### src/rtl/comp_serial.sv
// rtl/comp_serial.sv - digit-serial magnitude/equality comparator, CHUNK bits per clock, LSB first
module comp_serial #(
    parameter int N     = 8,
    parameter int M     = N,
    parameter int CHUNK = 1
) (
    input  logic         clk,
    input  logic         rst,
    input  logic         start,
    input  logic [2:0]   op,
    input  logic         sgn,
    input  logic [N-1:0] a,
    input  logic [M-1:0] b,
    output logic         busy,
    output logic         valid,
    output logic         o
);
    localparam int K  = (N + CHUNK - 1) / CHUNK;
    localparam int W  = K * CHUNK;
    localparam int IW = (K > 1) ? $clog2(K) : 1;

    typedef enum logic {IDLE, RUN} state_t;

    state_t         state, state_nx;
    logic [W-1:0]   a_r, bb_r, a_nx, bb_nx;
    logic [2:0]     op_r, op_nx;
    logic           c_r, c_nx, e_r, e_nx;
    logic [IW-1:0]  idx, idx_nx;
    logic           valid_nx, o_nx;
    logic [N-1:0]   a_b, bb_b;
    logic [CHUNK-1:0] ca, cb;
    logic           cy, c_chunk, e_chunk;

    // Extend b to N bits, then flip the MSBs so a signed compare becomes unsigned.
    always_comb begin
        a_b  = a;
        bb_b = N'(b);
        for (int i = M; i < N; i++) begin
            bb_b[i] = sgn & b[M-1];
        end
        a_b[N-1]  = a[N-1] ^ sgn;
        bb_b[N-1] = bb_b[N-1] ^ sgn;
    end

    // Bits beyond N are zero in both operands, so padding passes carry and e through.
    always_comb begin
        ca = a_r[idx*CHUNK +: CHUNK];
        cb = bb_r[idx*CHUNK +: CHUNK];
        cy = c_r;
        for (int j = 0; j < CHUNK; j++) begin
            cy = (ca[j] & ~cb[j]) | (ca[j] & cy) | (~cb[j] & cy);
        end
        c_chunk = cy;
        e_chunk = e_r & (ca == cb);
    end

    always_comb begin
        state_nx = state;
        a_nx     = a_r;
        bb_nx    = bb_r;
        op_nx    = op_r;
        c_nx     = c_r;
        e_nx     = e_r;
        idx_nx   = idx;
        valid_nx = 1'b0;
        o_nx     = o;
        case (state)
            IDLE: begin
                if (start) begin
                    state_nx = RUN;
                    a_nx     = W'(a_b);
                    bb_nx    = W'(bb_b);
                    op_nx    = op;
                    c_nx     = (op == 3'd0) || (op == 3'd3);
                    e_nx     = 1'b1;
                    idx_nx   = '0;
                end
            end
            RUN: begin
                c_nx   = c_chunk;
                e_nx   = e_chunk;
                idx_nx = idx + 1'b1;
                if (idx == IW'(K - 1)) begin
                    state_nx = IDLE;
                    idx_nx   = '0;
                    valid_nx = 1'b1;
                    case (op_r)
                        3'd0, 3'd1: o_nx = c_chunk;
                        3'd2, 3'd3: o_nx = ~c_chunk;
                        3'd4:       o_nx = e_chunk;
                        3'd5:       o_nx = ~e_chunk;
                        default:    o_nx = 1'b0;
                    endcase
                end
            end
            default: state_nx = IDLE;
        endcase
    end

    always_ff @(posedge clk) begin
        if (rst) begin
            state <= IDLE;
            a_r   <= '0;
            bb_r  <= '0;
            op_r  <= '0;
            c_r   <= 1'b0;
            e_r   <= 1'b0;
            idx   <= '0;
            valid <= 1'b0;
            o     <= 1'b0;
        end else begin
            state <= state_nx;
            a_r   <= a_nx;
            bb_r  <= bb_nx;
            op_r  <= op_nx;
            c_r   <= c_nx;
            e_r   <= e_nx;
            idx   <= idx_nx;
            valid <= valid_nx;
            o     <= o_nx;
        end
    end

    assign busy = (state == RUN);
endmodule
### config.mk
export PLATFORM = sky130hd
export DESIGN_NAME = comp_serial
export DESIGN_NICKNAME = d
export VERILOG_FILES = /design/src/rtl/comp_serial.sv
export SDC_FILE = /design/constraint.sdc
export NUM_CORES = 1
export LEC_CHECK = 0
export BUFFER_PORTS_ARGS = -buffer_cell sky130_fd_sc_hd__clkbuf_2
export CAP_MARGIN = 20
export CORE_ASPECT_RATIO = 1.2
export CORE_MARGIN = 3
export CORE_UTILIZATION = 26
export CTS_BUF_LIST = sky130_fd_sc_hd__clkbuf_4
export CTS_CLUSTER_SIZE = 30
export DETAILED_ROUTE_END_ITERATION = 10
export PLACE_DENSITY = 0.54
export SETUP_SLACK_MARGIN = 0.02
export SLEW_MARGIN = 0
export SYNTH_ARGS = -nofsm -noshare
export SYNTH_HDL_FRONTEND = slang
export SYNTH_SLANG_ARGS = --single-unit
export TNS_END_PERCENT = 10
### constraint.sdc
create_clock -name clk -period 2.85 [get_ports clk]
set_input_delay 0.285 -clock clk [delete_from_list [all_inputs] [get_ports clk]]
set_output_delay 0.285 -clock clk [all_outputs]
set_load 0.03 [all_outputs]
==> impl_results.md, run 1 <==
- RSZ-0062 raised after global routing: false
- Net Sw Frac: 0.269
- Final GP Congestion: 0.795
- Critical path type: reg2reg
- Seq pwr share: 0.611
- Fmax: between 400 and 500 MHz
- Layout Cells excl Fill: 214
- Die height: 81.8 µm
- Worst path cell trace: mux4_2 -> mux2_2 -> ha_1 -> a21bo_2 -> a31oi_1 -> a32oi_1 -> o211ai_2
- Worst r2r src: idx[0]
- DP Wirelength: 1890 µm
- Final number of setup-violating endpoints: 0
- Yosys top cell by area: dfxtp_1
- CTS Hold Bufs: 0
- Gr ovfl total: 0
- Layout Nets: 185
- Max_slew headroom: 0.604
- Initial DRC count: 19
- Wire per inst: 11.8 µm
- Reg2Reg Setup Slack: roughly 500 ps
- Storage element area: 541 µm²
- Post-CTS resize count: 0
- Critical Path Source: idx[0]
- Tmin final: around 2400 ps
- Leak pwr: 0.000566 µW
- Setup crit end kind: flop
- Worst r2r path cells: 7
- Top post-synthesis cells by area: dfxtp_1 43%, nand2_1 11%, a21oi_1 8.5%
- Worst Path Arrival: 2620 ps
- Clock sinks: 27
- Top-area cell type share of the netlist area: 0.435
- Initial antenna violation count: 0
- Startpoint Class: flop
- PwrDens: 480 mW/mm²
- Fin Setup TNS: 0 ps
- Core Area: 0.00442 mm²
- Yosys reg bits: 27
- Via Count: 971
- Fillcell total: between 400 and 500
- RR Endpoint: o
- Detailed-route wire length: ~2500 µm
- Row count: 26
- Post-CTS Setup Inserts: 0
- Total die area: about 0.0057 mm²
- Layout cell share with drive strength beyond 1: 0.234
- Top delay family on crit path: multiplexers
- Worst Hold Class: in2reg
- Skew-Pair Late Insertion Delay: 320 ps
- Worst-margin pin slew: about 590 ps
- Max IR drop VDD: 0.000261 V
- First-pass GRT wire length: around 4200 µm
- Drt drc: 0
- Most frequent cells in the layout: 36 x nand2_1, 27 x dfxtp_1, 25 x clkbuf_2
- Crit path buf inv count: 0
- DRT Pass-1 Iters: 6
- Largest net degree at the start of global routing: 28
- Max-Cap Viols: 0
- Synth Instances: 136
- Max Root-Sink Buffers: 2
- Skew final: 5.55 ps
- Slowest cell on crit path: mux4_2
- WP depth: 7
- Area Growth Syn to Fin: 14.1%
- CTS tree: built
- Crit-path max FO: 6
- Worst-path clk slew: 150 ps
- Multi-input logic area: 638 µm²
- ANT cells: 0
- Critical Path End: o
- H-tree depth: 1
- YS warnings: 0
- Vias in the first global route: 955
- Port Buffers: 25
- Syn nets: 162
- Initial Util: 0.281
- CTS buffer count: 3
- Syn avg cell area: between 9 and 10 µm²
- Remaining antenna violation count: 0
- Final hold viol count: 0
- P_int: 498 µW
- Total track usage: 0.0912
- Final max-slew violation count: 0
- Mapped cell area: 0.00124 mm²
- I/O pin count: 26
- Netlist cell types: 30
- Max stage delay on crit path: 550 ps
- Total net switching power: 183 µW
- Combinational share of power: 0.143
- Commonest non-fill, non-tap cell in the layout: nand2_1
- Status: complete, no violations
- Final Cycle Share: 0.826
- Post-synthesis sequential area ratio: 0.435
- Share of total power in the clock network: 0.246
- Vias/cell: 4.54
- Die extent in x: roughly 70 µm
- DP Cell Count: 210
- CP required: 3110 ps
- Root Buffer: clkbuf_4
==> worst min-delay path by stage <==
stage          startpoint       to  slack [ps]  cells after the start
6_report             b[2]  bb_r[2]         160                      3
5_1_grt              b[2]  bb_r[2]         140                      3
4_1_cts              a[5]   a_r[5]         150                      3
3_5_place_dp      bb_r[3]  bb_r[3]         450                      2
3_3_place_gp      bb_r[3]  bb_r[3]         450                      2
2_1_floorplan       op[2]  op_r[2]         420                      2
==> state kept, by name (all words and copies together) (netlist names) <==
name	cells
a_r	8
bb_r	8
busy	1
c_r	1
e_r	1
idx	3
o	1
op_r	3
valid	1
==> metal layers <==
metal | global-route usage | vias to the layer above | wire [µm]
met2 | 0.162 | 10 | 1280
li1 | - | 516 | -
met3 | 0.0110 | 2 | 27
met5 | 0 | - | 0
met4 | 0.0352 | 0 | 34
met1 | 0.113 | 443 | 1190
==> kinds of logic after synthesis <==
family                   share of synthesized area
flip-flops                                   0.435
XOR/XNOR                                    0.0211
AND/OR/NAND/NOR                              0.174
AO/OA/AOI/OAI                                0.171
adder cells (fa/ha/maj)                     0.0302
multiplexers                                 0.117
buffers and inverters                       0.0523
==> per-stage QoR <==
| step | utilization | total power (µW) | cell area [µm²] | setup WS [ps] | hold slack [ps] |
|---|---|---|---|---|---|
| after detailed placement | 0.314 | 523 | 1390 | 524 | 449 |
| after global routing | 0.321 | 718 | 1420 | 376 | 138 |
| after CTS | 0.321 | 691 | 1420 | 476 | 152 |
| after global placement | 0.314 | 523 | 1390 | 592 | 446 |
| final | 0.321 | 681 | 1420 | 495 | 163 |
| after floorplan | - | 493 | 1240 | 685 | 418 |
==> synth_stat cells, drive strengths merged <==
cell	count
a21bo	1
a21oi	21
a32oi	1
mux4	4
buf	1
a221oi	1
o211ai	1
nor2b	2
o21a	1
mux2	1
a211oi	2
ha	3
nor2	9
nand2	36
nor3b	2
xor2	1
o21ai	4
o2111ai	1
a31oi	1
dfxtp	27
nand3b	2
inv	2
nor3	1
clkbuf	7
xnor2	2
mux2i	2
==> power groups by stage <==
stage,combinational [µW],sequential [µW],clock (µW)
after CTS,99.7,416,175
after global placement,97.7,425,0
after global routing,110,419,189
after detailed placement,99.1,424,0
after floorplan,75.1,418,0
final,97.3,416,168
==> layout make-up <==
cell class                 instances  area share
tap                               56      0.0494
sequential                        27       0.381
inverter                           2     0.00529
clock buffer                       3      0.0159
multi-input combinational         99       0.450
clock inverter                     1     0.00529
timing repair buffer              26      0.0935
==> tightest hold or removal path, cell delays in order <==
cell,delay [ps]
clkbuf_2,80
nand2_1,40
a21oi_1,50
No activity file was read; power rests on OpenSTA's default activity.
==> inputs of run 2 (changes only) <==
ABC_AREA = 1   (was default)
clock period = 2.2 ns   (was 2.85 ns; I/O delays follow)
==> impl_results.md, run 2 <==
- Die extent in x: 69.7 µm
- H-tree depth: 1
- YS warnings: 0
- Post-CTS Setup Inserts: 0
- Max IR drop VDD: 0.000182 V
- Remaining antenna violation count: 0
- RSZ-0062 raised after global routing: false
- Commonest cells post-synth: 30 x nand2_1, 27 x dfxtp_1, 23 x inv_1
- Worst-margin pin slew: approximately 570 ps
- DP Cell Count: 249
- Layout cell share with drive strength beyond 1: 0.215
- Post-synth EDFFs: 0
- Netlist cell types: 24
- Root Buffer: clkbuf_4
- Via Count: 1104
- Die height: a little over 80 µm
- Combinational share of power: 0.184
- Worst path cell trace: buf_4 -> nor2_2 -> nor2_2 -> nand2_1 -> nand3_1 -> and2_1 -> ha_1 -> nand2_1 -> a21oi_1 -> o21ai_0 -> nand2_1 -> inv_1 -> nand2_1 -> nand3_1 -> nand2_1
- Skew-Pair Late Insertion Delay: 330 ps
- DRT Pass-1 Iters: 4
- Total die area: 0.00574 mm²
- Leak pwr: roughly 0.00066 µW
- Total net switching power: approximately 270 µW
- Metal3 WL: roughly 120 µm
- Ys async rst share: 0
- Initial DRC count: 37
- DP Wirelength: between 2000 and 2500 µm
- Area Growth Syn to Fin: 15.2%
- Fin util: 0.315
- Highest metal used: met4
- Yosys reg bits: 27
- CP dominant cell by count: nand2_1
- CTS buffer count: 3
- CP required: 2450 ps
- Fmax: between 500 and 600 MHz
- Fillcell total: between 500 and 600
- Max-Cap Viols: 0
- Net Sw Frac: 0.292
- Commonest non-fill, non-tap cell in the layout: nand2_1
- ANT cells: 0
- Finished layout cell area: 0.00146 mm²
- Top_reg_cell synth: dfxtp_1
- Detailed-route wire length: between 2000 and 3000 µm
- Top-area cell type share of the netlist area: 0.427
- Most frequent cells in the layout: 30 x nand2_1, 26 x dfxtp_1, 25 x clkbuf_2
- Count leader, synth: nand2_1
- Final hold slack: between 100 and 150 ps
- M1 wire length: ~1300 µm
- First-pass GRT wire length: 4790 µm
- Status: complete, no violations
- Vias/cell: 4.36
- Max Root-Sink Buffers: 2
- Largest net degree at the start of global routing: 32
- Gr ovfl total: 0
- I/O pin count: 26
- Critical path type: reg2reg
- CTS Hold Bufs: 0
- Syn nets: 199
- Layout Nets: ~220
- Initial antenna violation count: 0
- Synth Instances: approximately 170
- Placed Area: 0.00143 mm²
- CTS tree: built
- Row count: 27
- Startpoint Class: flop
- Fin Setup TNS: 0 ps
- Initial Util: 0.273
- Mapped cell area: 0.00126 mm²
- Total track usage: 0.102
- Worst Path Arrival: 2110 ps
- Skew final: roughly 7.9 ps
- Worst-path clk slew: 150 ps
- Clock sinks: 27
- Final hold viol count: 0
- Final GP Congestion: 0.869
- Crit path buf inv count: 2
- Share of total power in the clock network: 0.234
- Max stage delay on crit path: ~400 ps
- Reg2Reg Setup Slack: between 300 and 400 ps
- Worst Hold Class: in2reg
- Seq pwr share: 0.582
- Vias in the first global route: 1084
- Layout Cells excl Fill: 253
- Final max-slew violation count: 0
- Metal2 WL: 1270 µm
- Final number of setup-violating endpoints: 0
- Largest registers: a_r: 8 flops, bb_r: 8 flops
- P_int: 664 µW
- Setup crit end kind: flop
- Syn avg cell area: 7.31 µm²
- Top delay family on crit path: simple AND/OR/NAND/NOR gates
- Port Buffers: 25
- Slowest cell on crit path: dfxtp_2
- Top post-synthesis cells by area: dfxtp_1 43%, nand2_1 8.9%, o21ai_0 8.3%
- PwrDens: 643 mW/mm²
- Tmin final: 1860 ps
- Post-CTS resize count: 0
- Wire per inst: 10.5 µm
- Core Area: between 0.004 and 0.005 mm²
- Drt drc: 0
- Max_slew headroom: 0.620
- Final Cycle Share: 0.846
- Yosys top cell by area: dfxtp_1
- Post-synthesis sequential area ratio: 0.427
- Crit-path max FO: 11
[run 2: final cells by class]
type                    instances  area (µm²)  share of cell area
multi-input cells             114         591               0.405
flip-flops and latches         27         542               0.372
repair buffers                 26         133              0.0910
inverters                      24        90.1              0.0618
well taps                      58        72.6              0.0498
clock buffers                   3        22.5              0.0155
clock inverters                 1        7.51             0.00515
[run 2: logic make-up after synthesis]
family | after synthesis | share of synthesized area
simple gates | 65 | 0.243
xor+xnor | 3 | 0.0208
fa+ha+maj | 3 | 0.0297
compound gates | 43 | 0.173
flops | 27 | 0.427
buf+inv | 32 | 0.106
[run 2: through the flow]
step	total power (µW)	worst slack (ps)
finish	938	338
global route	1010	83.1
CTS	956	271
global placement	730	311
detailed placement	732	276
floorplan	682	458
[run 2: worst min-delay path, delay by kind of cell]
kind | cells | cell delay (ps)
buffers and inverters | 1 | 70
and+or+nand+nor | 2 | 120
[run 2: final timing paths]
check / from / depth (start not counted) / endpoint
worst max register to register: idx[0] / 15 / o
worst min-delay path: a[4] / 3 / a_r[4]
worst min register to register: a_r[1] / 2 / a_r[1]
worst max-delay path: idx[0] / 15 / o
[run 2: power groups by stage]
stage | sequential [µW] | combinational [µW] | clock (µW)
floorplan | 549 | 133 | 0
global placement | 556 | 174 | 0
detailed placement | 557 | 176 | 0
CTS | 546 | 177 | 233
global route | 552 | 204 | 258
finish | 546 | 173 | 219
[run 2: metal layers]
layer | global-route usage | vias up
li1 | - | 598
met1 | 0.123 | 481
met2 | 0.187 | 21
met3 | 0.0194 | 4
met4 | 0.0287 | 0
met5 | 0 | -
==> inputs of run 3 (changes only) <==
clock period = 1.9 ns   (was 2.2 ns; I/O delays follow)
==> impl_results.md, run 3 (synthesis gave the netlist of run 2 again) <==
- Die height: just over 80 µm
- Root Buffer: clkbuf_4
- Vias in the first global route: around 1000
- Clock sinks: 27
- Placed Area: roughly 0.0014 mm²
- Gr ovfl total: 0
- Max-Cap Viols: 0
- Final hold slack: 86.6 ps
- Worst r2r src: idx[0]
- Setup crit end kind: flop
- Hold Startpoint: b[4]
- I/O pin count: 26
- Final hold viol count: 0
- Drt drc: 0
- Remaining antenna violation count: 0
- Row count: 27
- DP Wirelength: 2010 µm
- Die extent in x: 69.7 µm
- Slowest cell on crit path: dfxtp_4
- Commonest non-fill, non-tap cell in the layout: nand2_1
- Tmin final: 1730 ps
- PwrDens: 715 mW/mm²
- Placement Setup Slack: 102 ps
- Final Cycle Share: 0.910
- Max IR drop VDD: 0.000506 V
- Total die area: 0.00574 mm²
- Core Area: 0.00463 mm²
- First-pass GRT wire length: 4510 µm
- Crit path buf inv count: 2
- Detailed-route wire length: 2690 µm
- Vias/cell: 4.34
- Skew final: 8.10 ps
- ANT cells: 0
- CTS buffer count: 3
- Setup ws final: 171 ps
- Leak pwr: roughly 0.0007 µW
- Startpoint Class: flop
- Most frequent cells in the layout: 29 x nand2_1, 25 x dfxtp_1, 25 x clkbuf_2
- Layout Nets: about 230
- Worst path cell trace: buf_6 -> nor2_4 -> nor2_2 -> nand2_1 -> nand3_2 -> and2_1 -> ha_4 -> nand2_2 -> a21oi_2 -> o21ai_1 -> nand2_1 -> inv_1 -> nand2_1 -> nand3_1 -> nand2_1
- Fin Setup TNS: 0 ps
- Finished layout cell area: 0.00155 mm²
- Final number of setup-violating endpoints: 0
- CTS tree: built
- Worst Path Arrival: 2010 ps
- Critical path type: reg2reg
- Final GP Congestion: approximately 0.82
- Port Buffers: 25
- CP required: 2180 ps
- Skew-Pair Late Insertion Delay: approximately 320 ps
- Top delay family on crit path: simple AND/OR/NAND/NOR gates
- Worst r2r path cells: 15
- Worst-margin pin slew: 552 ps
- Max stage delay on crit path: between 300 and 400 ps
- Initial Util: 0.273
- Reg2Reg Setup Slack: 170 ps
- DRT Pass-1 Iters: 4
- Hold Crit Depth: 3
- Via Count: 1121
- Total track usage: 0.0955
- Max_slew headroom: 0.632
- Initial DRC count: 46
- Layout cell share with drive strength beyond 1: 0.280
- CP dominant cell by count: nand2_1
- RR Endpoint: o
- Layout Cells excl Fill: 258
- Initial antenna violation count: 0
- Worst Hold Class: in2reg
- Worst-path clk slew: approximately 150 ps
- Fmax: 578 MHz
- Max Root-Sink Buffers: 2
- Final max-slew violation count: 0
- Largest net degree at the start of global routing: 32
- Wire per inst: 10.4 µm
- Largest registers: a_r: 8 flops, bb_r: 8 flops
- Hold Path Sink: bb_r[4]
- DP Cell Count: 252
- H-tree depth: 1
- Area Growth Syn to Fin: 22.8%
- Crit-path max FO: 4
- Status: complete, no violations
run 3: area by class of cell:
cell class	count	area, µm²
fill	507	3070
multi-input combinational	114	634
sequential	27	548
timing repair buffer	31	181
inverter	24	90.1
tap	58	72.6
clock buffer	3	22.5
clock inverter	1	5.00
run 3: worst max-delay path by stage:
| stage | endpoint | slack (ps) | cells past startpoint | from |
|---|---|---|---|---|
| global route | o | -2 | 15 | idx[0] |
| global placement | o | 130 | 12 | idx[1] |
| finish | o | 170 | 15 | idx[0] |
| detailed placement | o | 100 | 14 | idx[0] |
| CTS | o | 80 | 14 | idx[0] |
| floorplan | o | 160 | 14 | idx[0] |
run 3: what timing repair did:
item                       in CTS  in global routing
hold endpoints to repair        0                  0
gates resized for setup         0                 17
hold buffers                    0                  0
buffers inserted                0                  2
setup endpoints to repair       0                  1
run 3: per-layer routing:
layer	vias up	wire [µm]	global-route usage
li1	606	-	-
met1	491	1250	0.112
met2	22	1290	0.178
met3	2	127	0.0291
met4	0	18	0.0115
met5	-	0	0
run 3: power breakdown:
group	leakage (µW)	internal [µW]	switching, µW
combinational	0.000455	102	133
clock	0.0000177	78.9	169
sequential	0.000224	606	23.4
total	0.000697	786	325
run 3: per-stage QoR:
step / total power, µW / util
after floorplan: 789 / -
after global placement: 852 / 0.313
after detailed placement: 853 / 0.313
after CTS: 1100 / 0.319
after global routing: 1190 / 0.336
final: 1110 / 0.336
run 3: worst reg2reg max path, cell delays in order (launching register included):
cell,delay [ps]
dfxtp_4,390
buf_6,130
nor2_4,70
nor2_2,30
nand2_1,70
nand3_2,80
and2_1,180
ha_4,270
nand2_2,60
a21oi_2,120
o21ai_1,60
nand2_1,50
inv_1,30
nand2_1,50
nand3_1,60
nand2_1,50
